`config.mk`:
```
export PLATFORM = sky130hd
export DESIGN_NAME = load_handler
export DESIGN_NICKNAME = d
export VERILOG_FILES = /design/src/rtl/load_pkg.sv /design/src/rtl/load_extender.sv /design/src/rtl/load_handler.sv
export SDC_FILE = /design/constraint.sdc
export NUM_CORES = 1
export LEC_CHECK = 0
export CORE_MARGIN = 2
export CORE_UTILIZATION = 46
export DETAILED_ROUTE_END_ITERATION = 16
export DONT_BUFFER_PORTS = 1
export PLACE_DENSITY = 0.66
export SKIP_CTS_REPAIR_TIMING = 1
export SLEW_MARGIN = 15
export SYNTH_ARGS = -nofsm -noshare
export SYNTH_HDL_FRONTEND = slang
export SYNTH_HIERARCHICAL = 1
export SYNTH_SLANG_ARGS = --single-unit
```
`constraint.sdc`:
```
create_clock -name clk -period 3.6 [get_ports clk]
set_input_delay 0.36 -clock clk [delete_from_list [all_inputs] [get_ports clk]]
set_output_delay 0.36 -clock clk [all_outputs]
set_load 0.01 [all_outputs]
```
`src/rtl/load_pkg.sv`:
```
// -----------------------------------------------------------------------------
// load_pkg
// Shared definitions for the RV32I multi-cycle load path:
//   - funct3 encodings of the five legal load instructions
//   - FSM state encoding used by load_handler
//   - is_legal() : funct3 names a load this unit supports
//   - is_split() : access straddles a word boundary and needs a second read
// -----------------------------------------------------------------------------
package load_pkg;

   localparam logic [2:0] F3_LB  = 3'b000;
   localparam logic [2:0] F3_LH  = 3'b001;
   localparam logic [2:0] F3_LW  = 3'b010;
   localparam logic [2:0] F3_LBU = 3'b100;
   localparam logic [2:0] F3_LHU = 3'b101;

   localparam logic [1:0] ST_IDLE = 2'd0;
   localparam logic [1:0] ST_REQ0 = 2'd1;  // reading the low word
   localparam logic [1:0] ST_REQ1 = 2'd2;  // reading the high word (split only)
   localparam logic [1:0] ST_DONE = 2'd3;

   function automatic logic is_legal(input logic [2:0] f3);
      return (f3 == F3_LB) || (f3 == F3_LH) || (f3 == F3_LW) ||
             (f3 == F3_LBU) || (f3 == F3_LHU);
   endfunction

   // Words split at any non-zero offset, halfwords only when they start in
   // the last byte lane; bytes always fit in one word.
   function automatic logic is_split(input logic [2:0] f3, input logic [1:0] offset);
      logic split;
      split = 1'b0;
      if (f3 == F3_LW)
         split = (offset != 2'd0);
      else if ((f3 == F3_LH) || (f3 == F3_LHU))
         split = (offset == 2'd3);
      return split;
   endfunction

endpackage

```
`src/rtl/load_extender.sv`:
```
// -----------------------------------------------------------------------------
// load_extender
// Combinational byte/halfword/word extraction with sign or zero extension.
// Little-endian: the addressed byte is byte <offset> of the 64-bit {hi,lo}.
// Ports:
//   data    in  64  {hi word, lo word}; hi is zero for non-split accesses
//   offset  in   2  byte offset of the load address within the low word
//   funct3  in   3  load type (LB/LH/LW/LBU/LHU); other codes give 0
//   result  out 32  extended load result
// -----------------------------------------------------------------------------
module load_extender
   import load_pkg::*;
(
   input  logic [63:0] data,
   input  logic [1:0]  offset,
   input  logic [2:0]  funct3,
   output logic [31:0] result
);

   logic [31:0] word;

   // Shift the addressed byte down to lane 0; only the low word is kept.
   assign word = 32'(data >> {offset, 3'b000});

   always_comb begin
      // NOTE: every path of a combinational block must assign its outputs;
      // the default here is what keeps an unlisted funct3 from inferring a latch.
      result = 32'd0;
      case (funct3)
         F3_LB:   result = {{24{word[7]}}, word[7:0]};
         F3_LBU:  result = {24'd0, word[7:0]};
         F3_LH:   result = {{16{word[15]}}, word[15:0]};
         F3_LHU:  result = {16'd0, word[15:0]};
         F3_LW:   result = word;
         default: result = 32'd0;
      endcase
   end

endmodule

```
`src/rtl/load_handler.sv`:
```
// -----------------------------------------------------------------------------
// load_handler
// Multi-cycle RV32I load unit. Accepts a load request, reads one or two
// aligned words over a req/ack handshake, extracts and extends the result
// and returns it with a one-cycle done pulse. busy stalls the pipeline.
// Ports:
//   clk        in   1  rising-edge clock
//   rst        in   1  synchronous active-high reset
//   start      in   1  load request, only sampled while idle
//   funct3     in   3  load type
//   addr       in  32  byte address of the load
//   busy       out  1  high from the cycle after acceptance through done
//   done       out  1  one-cycle pulse, rdata/fault valid
//   rdata      out 32  extended result, held until the next done
//   fault      out  1  illegal funct3, valid with done
//   mem_req    out  1  memory read request
//   mem_addr   out 32  word-aligned read address
//   mem_ack    in   1  memory read complete
//   mem_rdata  in  32  read data, valid with mem_ack
// -----------------------------------------------------------------------------
module load_handler
   import load_pkg::*;
(
   input  logic        clk,
   input  logic        rst,
   input  logic        start,
   input  logic [2:0]  funct3,
   input  logic [31:0] addr,
   output logic        busy,
   output logic        done,
   output logic [31:0] rdata,
   output logic        fault,
   output logic        mem_req,
   output logic [31:0] mem_addr,
   input  logic        mem_ack,
   input  logic [31:0] mem_rdata
);

   logic [1:0]  state;
   logic [2:0]  f3_q;
   logic [1:0]  offset_q;
   logic [31:0] lo_q;
   logic [63:0] ext_data;
   logic [31:0] ext_result;

   assign busy = (state != ST_IDLE);

   // The extender sees the word arriving this cycle, so the result can be
   // registered on the final ack without an extra cycle.
   always_comb begin
      ext_data = {32'd0, lo_q};
      if (state == ST_REQ0)
         ext_data = {32'd0, mem_rdata};
      else if (state == ST_REQ1)
         ext_data = {mem_rdata, lo_q};
   end

   load_extender u_extender (
      .data   (ext_data),
      .offset (offset_q),
      .funct3 (f3_q),
      .result (ext_result)
   );

   // Control and visible outputs.
   always_ff @(posedge clk) begin
      // NOTE: sequential state is written with non-blocking assignments so
      // every register samples the pre-edge values regardless of statement order.
      if (rst) begin
         state    <= ST_IDLE;
         done     <= 1'b0;
         fault    <= 1'b0;
         rdata    <= 32'd0;
         mem_req  <= 1'b0;
         mem_addr <= 32'd0;
      end else begin
         done <= 1'b0;
         case (state)
            ST_IDLE: begin
               if (start) begin
                  if (is_legal(funct3)) begin
                     state    <= ST_REQ0;
                     mem_req  <= 1'b1;
                     mem_addr <= {addr[31:2], 2'b00};
                  end else begin
                     state <= ST_DONE;
                     done  <= 1'b1;
                     fault <= 1'b1;
                     rdata <= 32'd0;
                  end
               end
            end
            ST_REQ0: begin
               if (mem_ack) begin
                  if (is_split(f3_q, offset_q)) begin
                     state    <= ST_REQ1;
                     mem_addr <= mem_addr + 32'd4;  // wraps at 2^32
                  end else begin
                     state   <= ST_DONE;
                     mem_req <= 1'b0;
                     done    <= 1'b1;
                     fault   <= 1'b0;
                     rdata   <= ext_result;
                  end
               end
            end
            ST_REQ1: begin
               if (mem_ack) begin
                  state   <= ST_DONE;
                  mem_req <= 1'b0;
                  done    <= 1'b1;
                  fault   <= 1'b0;
                  rdata   <= ext_result;
               end
            end
            default: state <= ST_IDLE;  // ST_DONE: single-cycle result slot
         endcase
      end
   end

   // Request context and low word.
   // NOTE: these are deliberately left out of reset: each is written by an
   // accepted request before anything reads it, so resetting them buys nothing.
   always_ff @(posedge clk) begin
      if ((state == ST_IDLE) && start) begin
         f3_q     <= funct3;
         offset_q <= addr[1:0];
      end
      if ((state == ST_REQ0) && mem_ack)
         lo_q <= mem_rdata;
   end

endmodule
```
Yosys cells after proc, flatten, opt, wreduce, memory -nomap -nowiden
Index checks and enable logic that the tools add are counted.
- input port bits: 71
- bits in registers: 106
- logic and storage cells: 87
- reduce and logical (&&, ||, !) cells: 18
- multiplexer cells: 40
- $add $sub $neg: 1
- equal/unequal tests: 18
- shifts and indexed selects: 1
- operators with widths (kind ; number):
    $mux 32 ; 9
    $pmux 32 s5 ; 1
    $mux 64 ; 2
    $pmux 32 s3 ; 1
    $pmux 32 s2 ; 1
    $shr 64x5->32 ; 1
    $add 32x3->32 const B ; 1
    $mux 1 ; 18
    $eq 3x3->1 const B ; 4
    $ne 2x2->1 const B ; 6
    $reduce_and 6->1 ; 2
    $pmux 1 s3 ; 3
    $mux 2 ; 4
    $eq 3x1->1 const B ; 2
    $eq 3x2->1 const B ; 2
    $logic_not 3->1 ; 2
    $pmux 2 s3 ; 1
    $reduce_bool 2->1 ; 3
    $logic_or 1x1->1 ; 5
    $reduce_and 5->1 ; 1
    $eq 2x2->1 const B ; 2
    $reduce_and 3->1 ; 1
    $reduce_bool 3->1 ; 1
    $eq 2x1->1 const B ; 1
    other kinds (3) ; 4

Longest topological paths before layout
- word-level depth: 10
- depth in mapped cells: 13
- mapped depth without buffers: 10

Hierarchy
The synthesis kept the hierarchy.
- modules (own cells, without submodules) (module ; times used ; sequential area each (µm²) ; cells each ; area an instance (µm²)):
    load_handler ; 1 ; 2452.4 ; 589 ; 5361.4
    load_extender ; 1 ; 0.0 ; 117 ; 1219.9

Least setup slack after synthesis
Ideal clock, no wire load.
- path type: register to register
- start: register state[1]
- end: register rdata[25]
- buffers on the path: 4
- stages on the path, launching flop included: 14
- path slack: 0.592 ns
- clock period less this slack: 3.008 ns
- arrival: 2.892 ns
- cells stage by stage: dfxtp_1 > inv_1 > ha_1 > clkbuf_1 > clkbuf_1 > clkbuf_1 > mux2_2 > mux2_4 > a32oi_2 > buf_6 > a31oi_1 > nand2_1 > nor3_1 > a31o_2
- RTL lines (element ; line ; text):
    from (decl) ; load_handler.sv:39 ; logic [1:0] state;
    from (signal assigned) ; load_handler.sv:70 ; state <= ST_IDLE;
    from (signal assigned) ; load_handler.sv:82 ; state <= ST_REQ0;
    from (signal assigned) ; load_handler.sv:86 ; state <= ST_DONE;
    $eq 2x1->1 * ; load_handler.sv:52 ; if (state == ST_REQ0)
    $mux 64 * ; load_handler.sv:52 ;
    net ext_data[23] ; load_handler.sv:43 ; logic [63:0] ext_data;
    $shr 64x5->32 * ; load_extender.sv:23 ; assign word = 32'(data >> {offset, 3'b000});
    $pmux 32 s5 * ; load_extender.sv:29 ; case (funct3)
    net ext_result[25] ; load_handler.sv:44 ; logic [31:0] ext_result;
    $mux 32 ; load_handler.sv:95 ; if (is_split(f3_q, offset_q)) begin
    $mux 32 ; load_handler.sv:94 ; if (mem_ack) begin
    $pmux 32 s3 * ; load_handler.sv:78 ; case (state)
    to (signal assigned) ; load_handler.sv:103 ; rdata <= ext_result;
    to (signal assigned) ; load_handler.sv:113 ; rdata <= ext_result;
    to (decl) ; load_handler.sv:31 ; output logic [31:0] rdata,
The timed path passes the listed nets; every way through them passes the cells marked *. The select of a mux whose other input is x is not followed.
A chain may end at the register's enable or synchronous reset.

Final worst setup path
- start: register state[1]
- end: register mem_addr[25]
- longest elaborated chain between the ends: 3
- ends and longest elaborated chain (element ; line ; text):
    $eq 2x1->1 or $logic_not 2->1 (tied branches) ; load_handler.sv:78 ;
    $ne 2x1->1 (no line) (tied with other cells) ; - ;
    $reduce_and 5->1 (no line) ; - ;
    to (signal assigned) ; load_handler.sv:84 ; mem_addr <= {addr[31:2], 2'b00};
    to (signal assigned) ; load_handler.sv:97 ; mem_addr <= mem_addr + 32'd4;
    to (decl) ; load_handler.sv:34 ; output logic [31:0] mem_addr,
Parallel ways exist; a longest one is shown, timed or not.

==> metrics.yaml <==
drt_iter0_markers: 545
fmax_ghz: 0.324
total_switching_power_mw: 2.17
n_antenna_cell: 0
gp_congestion: 0.887
p_clk_frac: 0.191
grt_pass1_vias: 4830
rsz0062_at_grt: "false"
hold_depth: 1
slew_headroom: 0.334
dpl-instance-area_sq_um: 6530
start_util: 0.471
r2r_setup_slack_ns: 0.51
cp-end-kind: "flip-flop"
cts_max_level: 3
rr_startpoint: "state[1]"
ant_nets: 0
drc: 0
clkLatencyLatePin_ns: 0.35
cts_made_buffers: 9
worst_slack_ns: 0.510
path_class: "reg -> reg"
dieHeight_um: 123
coreArea_sq_um: 13900
drt_wl_total_um: 16200
rr_endpoint: "mem_addr[25]"
drv_slew: 0
layout-drive-gt1-share: 0.162
grt_usage: 0.215
utilization: 0.493
wl_per_cell_um: 19.1
p_total_mw: 5.19
area_growth_pct: 4.73
hold_path_end: "mem_addr[6]"
p_seq_frac: 0.360
antenna_found_initial: 1
clockBufferDepth: 2
dp_slack_ns: 0.550
dieWidth_um: 123
hold_class: "in -> reg"
cts_tree: "done"
vias_per_cell: 6.13
grt-ovfl-total: 0
cp_data_required_time_ns: 3.80
fin_crit_ns: 3.09
power_density_nw_per_um2: 759
hold_start: "rst"
p_leak_nw: 2.21
tightest_slew_ns: 1.00
cts.clk_slew.worst_paths_ns: 0.07
die_area_sq_um: 15200
dp.cells: 832
grt_pass1_wl_um: 25700
cp-start-kind: "flip-flop"
peakVddDrop_v: 0.000394
final_cell_count_no_fill: 848
p_comb_frac: 0.449
outcome: "finished clean"
r2r.worst_path.cells: 8
std_cell_rows: 43
syn_area_per_cell_sq_um: 9.36
setup-violations-final: 0
drt_pass1_iterations: 5
syn_inst: 698
clockRootBuffer: "clkbuf_16"
synthesis.area_sq_um: 6530
skew_ns: 0.0113
io-pin-count: 139
place_hpwl_um: 11800
hold_slack_ns: 0.0714
worstPathMaxFanout: 40
arrival_ns: 3.29
cap_violations: 0
final.period_utilization: 0.858
port-buffer-count: 0
final_area_sq_um: 6840
tns_ns: 0
yosys_warnings: 6
final_nets: 739
grt_max_degree: 72
cts_sinks: 104
p_sw_frac: 0.417
vias: 5200
finalHoldViolations: 0
p_int_mw: 3.03
==> critical path, stage by stage, from the launching register on <==
cell and delay [ns]:
dfxtp_1 0.34, inv_1 0.09, ha_2 0.46, buf_4 0.37, buf_4 0.43, nor2_1 0.17, o21a_1 0.38, nand2b_1 0.50
o32ai_1 0.19
==> routing by layer <==
layer / wire (um) / up-vias / global-route usage / part of all wire
met5: 0 / - / 0 / 0
met4: 312 / 0 / 0.0646 / 0.019
met3: 1590 / 25 / 0.0738 / 0.098
met2: 6930 / 197 / 0.310 / 0.43
met1: 7390 / 2484 / 0.304 / 0.46
li1: - / 2494 / - / -
==> area by class of cell <==
type,count,area (sq um)
clock buffer,15,299
clock inverter,1,7.51
fill,1311,7040
inverter,30,113
multi-input combinational,507,3660
sequential,104,2450
tap,180,225
timing repair buffer,11,82.6
==> state kept, by name (all words and copies together) (netlist names) <==
register,cells
lo_q,32
done,1
f3_q,3
mem_req,1
rdata,32
offset_q,2
state,2
mem_addr,30
fault,1
==> power groups by stage <==
stage	Sequential [mW]	Clock [mW]	Combinational, mW
floorplan	1.78	0	1.99
global placement	1.88	0	2.25
detailed placement	1.89	0	2.31
CTS	1.87	1.02	2.32
global route	1.91	1.05	2.59
finish	1.87	0.990	2.33
==> worst max-delay path by stage <==
stage | from | endpoint | slack (ns) | cells after the start
after floorplan | state[1] | rdata[25] | 0.59 | 13
after global placement | state[1] | mem_addr[28] | 0.69 | 8
after detailed placement | state[1] | mem_addr[25] | 0.55 | 8
after CTS | state[1] | mem_addr[25] | 0.55 | 8
after global routing | state[1] | mem_addr[25] | 0.28 | 8
final | state[1] | mem_addr[25] | 0.51 | 8
==> placed cells by master (no fill, tap or decap), types with 21 or more instances in the layout <==
cell        n
nand2_1   101
dfxtp_1    67
a21oi_1    51
edfxtp_1   37
mux2_2     34
nor2_1     30
inv_1      29
and2_1     28
mux4_2     28
o21ai_0    22
or2_0      22
a31oi_1    21
Power figures use the tool's default switching activity.
